`src/rtl/mux_rr_arbiter_pkg.sv`:
```
// Shared types and constants for the 4-way round-robin packet arbiter.
package mux_rr_arbiter_pkg;
  localparam int NUM_REQ = 4;
  localparam int SEL_W   = 2;

  typedef enum logic {
    IDLE   = 1'b0,
    LOCKED = 1'b1
  } state_t;

  function automatic logic [NUM_REQ-1:0] onehot(input logic [SEL_W-1:0] idx);
    logic [NUM_REQ-1:0] r;
    r      = '0;
    r[idx] = 1'b1;
    return r;
  endfunction
endpackage

```
`src/rtl/mux_rr_arbiter_if.sv`:
```
// Producer-side and consumer-side stream signals of the arbiter.
interface mux_rr_arbiter_if
  import mux_rr_arbiter_pkg::*;
#(
  parameter int WIDTH = 8
);
  logic [NUM_REQ-1:0]       in_valid;
  logic [NUM_REQ-1:0]       in_last;
  logic [NUM_REQ*WIDTH-1:0] in_data;
  logic [NUM_REQ-1:0]       in_ready;
  logic                     out_valid;
  logic [WIDTH-1:0]         out_data;
  logic                     out_last;
  logic [SEL_W-1:0]         out_src;
  logic                     out_ready;

  modport master (
    output in_valid, in_last, in_data, out_ready,
    input  in_ready, out_valid, out_data, out_last, out_src
  );

  modport slave (
    input  in_valid, in_last, in_data, out_ready,
    output in_ready, out_valid, out_data, out_last, out_src
  );
endinterface

```
`src/rtl/mux_rr_arbiter_rr_pick4.sv`:
```
// Combinational round-robin pick: first set bit of req starting at ptr, wrapping mod 4.
module rr_pick4
  import mux_rr_arbiter_pkg::*;
(
  input  logic [NUM_REQ-1:0] req,
  input  logic [SEL_W-1:0]   ptr,
  output logic [SEL_W-1:0]   gnt_idx,
  output logic               any
);
  logic [2*NUM_REQ-1:0] dbl;
  logic [NUM_REQ-1:0]   rot;
  logic [SEL_W-1:0]     off;

  // rot[k] = req[(ptr+k) mod 4], so bit 0 is the highest-priority requester
  assign dbl = {req, req};
  assign rot = dbl[{1'b0, ptr} +: NUM_REQ];

  always_comb begin
    off = '0;
    for (int i = NUM_REQ - 1; i >= 0; i--)
      if (rot[i]) off = SEL_W'(i);
  end

  assign gnt_idx = ptr + off;
  assign any     = |req;
endmodule

```
`src/rtl/mux_rr_arbiter.sv`:
```
// Round-robin 4:1 packet arbiter: grant held until in_last, one registered output stage.
module mux_rr_arbiter
  import mux_rr_arbiter_pkg::*;
#(
  parameter int WIDTH = 8
)(
  input  logic             clk,
  input  logic             rst_n,
  mux_rr_arbiter_if.slave  bus
);
  state_t                          state, state_n;
  logic [SEL_W-1:0]                rr_ptr, rr_ptr_n, grant, grant_n;
  logic [SEL_W-1:0]                winner, sel;
  logic                            any, load, xfer, sel_last;
  logic [NUM_REQ-1:0]              ready;
  logic [NUM_REQ-1:0][WIDTH-1:0]   lane_data;

  logic                            out_valid_q, out_last_q;
  logic [WIDTH-1:0]                out_data_q;
  logic [SEL_W-1:0]                out_src_q;

  assign lane_data = bus.in_data;

  rr_pick4 u_pick (
    .req     (bus.in_valid),
    .ptr     (rr_ptr),
    .gnt_idx (winner),
    .any     (any)
  );

  // Output slot is free when empty or draining this cycle
  assign load = ~out_valid_q | bus.out_ready;

  always_comb begin
    state_n  = state;
    rr_ptr_n = rr_ptr;
    grant_n  = grant;
    ready    = '0;
    sel      = (state == LOCKED) ? grant : winner;
    case (state)
      IDLE:    if (any && load) ready = onehot(winner);
      LOCKED:  if (bus.in_valid[grant] && load) ready = onehot(grant);
      default: ready = '0;
    endcase
    if (!rst_n) ready = '0;
    xfer     = |ready;
    sel_last = bus.in_last[sel];
    if (xfer) begin
      if (state == IDLE) begin
        if (sel_last) begin
          rr_ptr_n = sel + SEL_W'(1);
        end else begin
          state_n = LOCKED;
          grant_n = sel;
        end
      end else if (sel_last) begin
        state_n  = IDLE;
        rr_ptr_n = sel + SEL_W'(1);
      end
    end
  end

  always_ff @(posedge clk) begin
    if (!rst_n) begin
      state  <= IDLE;
      rr_ptr <= '0;
      grant  <= '0;
    end else begin
      state  <= state_n;
      rr_ptr <= rr_ptr_n;
      grant  <= grant_n;
    end
  end

  always_ff @(posedge clk) begin
    if (!rst_n) begin
      out_valid_q <= 1'b0;
      out_data_q  <= '0;
      out_last_q  <= 1'b0;
      out_src_q   <= '0;
    end else if (xfer) begin
      out_valid_q <= 1'b1;
      out_data_q  <= lane_data[sel];
      out_last_q  <= sel_last;
      out_src_q   <= sel;
    end else if (bus.out_ready) begin
      out_valid_q <= 1'b0;
    end
  end

  assign bus.in_ready  = ready;
  assign bus.out_valid = out_valid_q;
  assign bus.out_data  = out_data_q;
  assign bus.out_last  = out_last_q;
  assign bus.out_src   = out_src_q;
endmodule

```
`src/flat_wrapper.sv`:
```
// flat-port wrapper written by rule: the top's interface ports become plain ports
module mux_rr_arbiter_flat import mux_rr_arbiter_pkg::*;
#(
  parameter int WIDTH = 8
)
  (clk, rst_n, bus_in_valid, bus_in_last, bus_in_data, bus_out_ready, bus_in_ready, bus_out_valid, bus_out_data, bus_out_last, bus_out_src);
  mux_rr_arbiter_if #(.WIDTH(WIDTH)) bus_i ();
  input  logic clk;
  input  logic rst_n;
  input wire logic [$bits(bus_i.in_valid)-1:0] bus_in_valid;
  input wire logic [$bits(bus_i.in_last)-1:0] bus_in_last;
  input wire logic [$bits(bus_i.in_data)-1:0] bus_in_data;
  input wire logic [$bits(bus_i.out_ready)-1:0] bus_out_ready;
  output wire logic [$bits(bus_i.in_ready)-1:0] bus_in_ready;
  output wire logic [$bits(bus_i.out_valid)-1:0] bus_out_valid;
  output wire logic [$bits(bus_i.out_data)-1:0] bus_out_data;
  output wire logic [$bits(bus_i.out_last)-1:0] bus_out_last;
  output wire logic [$bits(bus_i.out_src)-1:0] bus_out_src;
  assign bus_i.in_valid = bus_in_valid;
  assign bus_i.in_last = bus_in_last;
  assign bus_i.in_data = bus_in_data;
  assign bus_i.out_ready = bus_out_ready;
  assign bus_in_ready = bus_i.in_ready;
  assign bus_out_valid = bus_i.out_valid;
  assign bus_out_data = bus_i.out_data;
  assign bus_out_last = bus_i.out_last;
  assign bus_out_src = bus_i.out_src;
  mux_rr_arbiter #(.WIDTH(WIDTH)) u_core (.clk(clk), .rst_n(rst_n), .bus(bus_i));
endmodule
```
`config.mk`:
```
export PLATFORM = sky130hd
export DESIGN_NAME = mux_rr_arbiter_flat
export DESIGN_NICKNAME = d
export VERILOG_FILES = /design/src/rtl/mux_rr_arbiter_pkg.sv /design/src/rtl/mux_rr_arbiter_if.sv /design/src/rtl/mux_rr_arbiter_rr_pick4.sv /design/src/rtl/mux_rr_arbiter.sv /design/src/flat_wrapper.sv
export SDC_FILE = /design/constraint.sdc
export NUM_CORES = 1
export LEC_CHECK = 0
export BUFFER_PORTS_ARGS = -buffer_cell sky130_fd_sc_hd__buf_2
export CAP_MARGIN = 20
export CORE_MARGIN = 1.5
export CORE_UTILIZATION = 45
export CTS_BUF_LIST = sky130_fd_sc_hd__clkbuf_2
export CTS_CLUSTER_SIZE = 40
export DETAILED_ROUTE_END_ITERATION = 10
export GPL_ROUTABILITY_DRIVEN = 0
export PLACE_DENSITY = 0.79
export SETUP_SLACK_MARGIN = 0.02
export SKIP_LAST_GASP = 1
export SLEW_MARGIN = 10
export SYNTH_ARGS = -nofsm -noshare
export SYNTH_HDL_FRONTEND = slang
export SYNTH_SLANG_ARGS = --single-unit
```
`constraint.sdc`:
```
create_clock -name clk -period 2.95 [get_ports clk]
set_input_delay 0.59 -clock clk [delete_from_list [all_inputs] [get_ports clk]]
set_output_delay 0.59 -clock clk [all_outputs]
set_load 0.01 [all_outputs]
```
==> flow_metrics.tcl, run 1 <==
set metrics [dict create \
    avgViaCountPerCell 5.82 \
    clk_pin_slew_ps 150 \
    detail-route-antenna-nets 0 \
    cts_buffers 3 \
    die_x_um 58.5 \
    synth_cells 153 \
    power_w 0.00203 \
    clock-sinks 17 \
    initial_core_util_pct 49.0 \
    cts_tree "done" \
    fmax_mhz 340 \
    combinationalPowerShare_pct 73.2 \
    n_fill_cell 238 \
    seq_area_frac_synth_pct 24.5 \
    power.density_mw_per_mm2 1060 \
    drv_cap 0 \
    ys_seq_elements 17 \
    cts-root-buf "clkbuf_2" \
    cts_hold_buf 0 \
    min_path_type "register to register" \
    cts_max_level 1 \
    remaining_drc_errors 0 \
    avgSynthCellArea_um2 9.06 \
    synth_fp_nets 197 \
    crit_path_end_kind "primary output" \
    clockPowerShare_pct 5.3 \
    switching_share_pct 42.4 \
    hpwl_um 2820 \
    multi_input_area_mm2 0.00104 \
    status "completed" \
    tightestPinTransition_ps 758 \
    grt_max_degree 23 \
    fin_area_mm2 0.00191 \
    p_leak_nw 0.964 \
    min_period_over_period_pct 99.7 \
    cp_max_fo 6 \
    ir_drop_mv 0.540 \
    synth_top_area_share_pct 24.5 \
    synthArstFlopShare_pct 0 \
    io_buffers 58 \
    grt.overflow.total 0 \
    hold_viol_final 0 \
    ys.flop_type "dfxtp_1" \
    cp_data_required_time_ps 2360 \
    fin_nets 266 \
    p_sw_w 0.000861 \
    grt_antenna_before_repair 0 \
    clockBufferDepth 2 \
    post_dp_cell_area_mm2 0.00176 \
    die_y_um 58.5 \
    maxSlewViolCount 0 \
    fin_worst_skew_ps 2.53 \
    grt_first_pass_wirelength_um 6080 \
    num_rows 19 \
    synth_area_leader_cell "dfxtp_1" \
    vias 1467 \
    ys_warn_count 0 \
    seq_power_share_pct 21.5 \
    max-slew-margin-rel_pct 49.4 \
    coreArea_mm2 0.00283 \
    clock_latency_ps 300 \
    finalCriticalPeriod_ps 2940 \
    grt_use_total_pct 23.2 \
    fp.dieArea_mm2 0.00342 \
    drt-initial-drc-count 100 \
    critPathLaunchType "input pin" \
    drtPass1Iterations 4 \
    synth_edf_count 0 \
    io_pins 59 \
    final_layout_size_suffix_gt1_share_pct 48.4 \
    cp_data_arrival_time_ps 2350 \
    ys_top_cells_by_count "nand2_1 (18), dfxtp_1 (17), nor2_1 (17), a21o_1 (9)" \
    yosysMostFrequentCell "nand2_1" \
    grt_pass1_vias 1422 \
    p_int_w 0.00117 \
    wl_um 3910 \
    netlist_area_mm2 0.00139 \
    ys_types 39 \
    diodes 0 \
    syn2layout_area_growth_pct 37.8 \
    rsz0062_at_grt "true" \
    finalSetupViolations 0 \
    wl_per_cell_um 15.5 \
    setup.worst_path.class "input pin to primary output" \
    synthTopCellsByArea "dfxtp_1 (25%), mux4_1 (15%), mux2i_1 (5.1%)" \
    seqCellArea_um2 344 \
]
## worst max-delay path: stages
cell and delay (ps):
buf_4 140, nand2_2 70, nor2_1 40, a211oi_2 130, a31oi_1 60, a211o_1 280, ha_4 190, xor2_4 160
xnor2_2 210, nor2_4 80, a31oi_2 200, nor2_1 60, buf_2 130
## cell type report
type                    instances  area share (%)
clock buffers                   4            1.05
inverters                       2           0.393
multi-input cells             119            54.4
flip-flops and latches         17            18.0
well taps                      31            2.03
repair buffers                 79            24.1
## metrics by stage
step	hold slack (ps)	TNS [ps]	setup slack (ps)	cells	util (%)
floorplan	539	0	15.1	153	-
global placement	479	0	6.04	243	62.4
detailed placement	483	-803	-109	243	62.4
CTS	520	-26.5	-26.5	250	64.7
global route	558	-167	-62.4	252	67.5
finish	512	0	7.89	252	67.5
## final timing paths
kind | startpoint | to | slack [ps] | depth (start not counted)
hold reg to reg | u_core.bus.out_src[0]$_SDFFE_PN0P_ | u_core.bus.out_src[0]$_SDFFE_PN0P_ | 510 | 1
setup / recovery | bus_in_valid[2] | bus_in_ready[3] | 8 | 13
hold / removal | u_core.bus.out_src[0]$_SDFFE_PN0P_ | u_core.bus.out_src[0]$_SDFFE_PN0P_ | 510 | 1
setup reg to reg | u_core.rr_ptr[0]$_SDFFE_PN0P_ | u_core.rr_ptr[0]$_SDFFE_PN0P_ | 240 | 13
## layer usage
metal | routed length [um] | track usage, %
met4 | 63 | 9.63
met3 | 258 | 2.64
met1 | 1610 | 28.9
met2 | 1980 | 40.4
met5 | 0 | 0
## power by group through the flow
stage / sequential, W / clock [W] / combinational (W)
final: 0.000437 / 0.000108 / 0.00149
after global routing: 0.000448 / 0.000120 / 0.00159
after CTS: 0.000423 / 0.000114 / 0.00142
after detailed placement: 0.000419 / 0 / 0.00135
after global placement: 0.000416 / 0 / 0.00129
after floorplan: 0.000384 / 0 / 0.000981
## timing repair
item                                    CTS  global route
gates cloned                              0             0
pin swaps                                 2             3
endpoints found under the setup margin    4             6
buffers inserted                          3             2
gates resized for setup                   6            17
## logic make-up after synthesis
kind of cell,count (synthesis),share of synthesized area [%]
buffers and inverters,17,7.13
adder cells (fa/ha/maj),1,0.902
flip-flops,17,24.5
AND/OR/NAND/NOR,57,19.5
AO/OA/AOI/OAI,37,19.9
XOR/XNOR,5,3.70
multiplexers,19,24.3
## cells in the final DEF (no fill, tap or decap), drive strengths merged, types with 2 or more instances in the layout
| master | synthesis | routed |
|---|---|---|
| and3 | 8 | 8 |
| dfxtp | 17 | 17 |
| buf | 8 | 79 |
| a31oi | 3 | 3 |
| nor3 | 7 | 7 |
| nor2b | 2 | 2 |
| a21o | 9 | 9 |
| inv | 2 | 2 |
| a211oi | 3 | 3 |
| a21oi | 9 | 9 |
| nor4 | 2 | 2 |
| mux4 | 9 | 9 |
| xnor2 | 4 | 4 |
| clkbuf | 7 | 4 |
| nor2 | 17 | 17 |
| mux2i | 7 | 7 |
| nand2 | 18 | 18 |
| o21ai | 4 | 4 |
| mux2 | 3 | 3 |
## registers in the layout, summed over array words and instances (netlist names)
name,cells
u_core.rr_ptr,2
u_core.bus.out_data,8
u_core.state,1
u_core.bus.out_last,1
u_core.bus.out_valid,1
u_core.bus.out_src,2
u_core.grant,2
(Power assumes the default switching activity.)
==> inputs of run 2 (changes only) <==
--- a/config.mk
+++ b/config.mk
@@ -8,12 +8,11 @@
 export BUFFER_PORTS_ARGS = -buffer_cell sky130_fd_sc_hd__buf_2
 export CAP_MARGIN = 20
 export CORE_MARGIN = 1.5
-export CORE_UTILIZATION = 45
-export CTS_BUF_LIST = sky130_fd_sc_hd__clkbuf_2
+export CORE_UTILIZATION = 43
 export CTS_CLUSTER_SIZE = 40
 export DETAILED_ROUTE_END_ITERATION = 10
 export GPL_ROUTABILITY_DRIVEN = 0
-export PLACE_DENSITY = 0.79
+export PLACE_DENSITY = 0.76
 export SETUP_SLACK_MARGIN = 0.02
 export SKIP_LAST_GASP = 1
 export SLEW_MARGIN = 10
==> flow_metrics.tcl, run 2 (synthesized netlist as in run 1, its figures left out) <==
set metrics [dict create \
    cts_tree "done" \
    cp_max_fo 5 \
    p_sw_w 0.000787 \
    finalCriticalPeriod_ps 2910 \
    cp_data_arrival_time_ps 2320 \
    dr_wl_met2_um 1540 \
    tightestPinTransition_ps 731 \
    mostFrequentLayoutCell "buf_2" \
    clk_pin_slew_ps 90 \
    min_period_over_period_pct 98.8 \
    initial_core_util_pct 45.4 \
    remaining_drc_errors 0 \
    cts-root-buf "clkbuf_4" \
    clock-sinks 17 \
    switching_share_pct 40.5 \
    fmax_mhz 343 \
    combinationalPowerShare_pct 71.7 \
    hold_viol_final 0 \
    grt_pass1_vias 1272 \
    min_path_type "register to register" \
    diodes 0 \
    vias 1392 \
    max-slew-margin-rel_pct 51.2 \
    dr_wl_met3_um 226 \
    cts_hold_buf 0 \
    critPathLaunchType "input pin" \
    cts_max_level 1 \
    p_int_w 0.00116 \
    die_x_um 59.8 \
    ir_drop_mv 0.518 \
    cts_buffers 3 \
    drtPass1Iterations 4 \
    fin_nets 268 \
    status "completed" \
    maxSlewViolCount 0 \
    met1_length_um 1520 \
    layout_common_cells "buf_2 (55), buf_4 (23), nand2_1 (17)" \
    rsz0062_at_grt "true" \
    io_buffers 58 \
    finalSetupViolations 0 \
    hpwl_um 2640 \
    num_rows 20 \
    fin_worst_skew_ps 5.44 \
    grt_max_degree 23 \
    clock_latency_ps 280 \
    crit_path_end_kind "primary output" \
    worst_slack_ps 36.9 \
    clockPowerShare_pct 6.2 \
    setup.worst_path.class "input pin to primary output" \
    clockBufferDepth 2 \
    grt.overflow.total 0 \
    routed.top_layer "met4" \
    io_pins 59 \
    grt_antenna_before_repair 0 \
    fp.dieArea_mm2 0.00357 \
    largest_reg_flops 8 \
    drv_cap 0 \
    grt_first_pass_wirelength_um 5390 \
    coreArea_mm2 0.00305 \
    die_y_um 59.8 \
    avgViaCountPerCell 5.21 \
    power.density_mw_per_mm2 1010 \
    wl_um 3300 \
    preCtsSetupSlack_ps -4.02 \
    wl_per_cell_um 12.4 \
    cp_data_required_time_ps 2360 \
    grt_use_total_pct 19.8 \
    p_leak_nw 0.969 \
    drt-initial-drc-count 44 \
    final_layout_size_suffix_gt1_share_pct 46.6 \
    seq_power_share_pct 22.1 \
    power_w 0.00194 \
    syn2layout_area_growth_pct 38.8 \
    detail-route-antenna-nets 0 \
]
[run 2: cell types whose count changed in the layout (fill, tap and decap cells not counted), sizes merged]
cell / previous run / this run
clkbuf: 4 / 5
buf: 79 / 80
[run 2: timing repair]
action / CTS / global route
pin swaps: 3 / 4
buffers inserted: 1 / 2
endpoints found under the setup margin: 4 / 5
gates resized for setup: 3 / 14
cloned: 0 / 0
[run 2: worst paths after layout]
kind	startpoint	endpoint	slack (ps)	cells after the start
worst max register to register	u_core.rr_ptr[0]$_SDFFE_PN0P_	u_core.rr_ptr[0]$_SDFFE_PN0P_	370	14
worst min register to register	u_core.bus.out_src[0]$_SDFFE_PN0P_	u_core.bus.out_src[0]$_SDFFE_PN0P_	500	1
worst min-delay path	u_core.bus.out_src[0]$_SDFFE_PN0P_	u_core.bus.out_src[0]$_SDFFE_PN0P_	500	1
worst max-delay path	bus_in_valid[0]	bus_in_ready[2]	40	12
[run 2: power by group through the flow]
stage / clock network [W] / registers [W] / logic [W]
6_report: 0.000120 / 0.000430 / 0.00139
5_1_grt: 0.000135 / 0.000444 / 0.00154
4_1_cts: 0.000126 / 0.000421 / 0.00134
3_5_place_dp: 0 / 0.000423 / 0.00131
3_3_place_gp: 0 / 0.000419 / 0.00129
2_1_floorplan: 0 / 0.000384 / 0.000981
[run 2: through the flow]
step                setup TNS [ps]  instance area (um2)  utilization [%]  hold WS [ps]  cells
floorplan                        0                 1420                -           539    153
global placement                 0                 1810             59.3           487    260
detailed placement           -6.98                 1810             59.3           491    260
CTS                              0                 1850             60.7           512    265
global route                  -189                 1920             63.0           546    267
finish                           0                 1920             63.0           503    267
[run 2: worst max-delay path: stages]
cell	delay (ps)
buf_4	130
buf_4	140
nand3b_1	80
a31oi_1	80
a211o_1	270
ha_4	190
xor2_4	190
xnor2_2	220
nor2_4	70
a31oi_1	170
nor2_1	50
buf_2	140
[run 2: routing by layer]
metal,global-route usage [%],vias up
met4,6.67,0
met2,33.1,51
met1,26.2,631
li1,-,708
met5,0,-
met3,2.38,2
[run 2: area by class of cell]
cell class                      instances  area (um2)
Multi-Input combinational cell        119        1010
Tap cell                               44        55.1
Sequential cell                        17         344
Inverter                                2        7.51
Clock buffer                            4        26.3
Timing Repair Buffer                   81         478
Fill cell                             296        1130
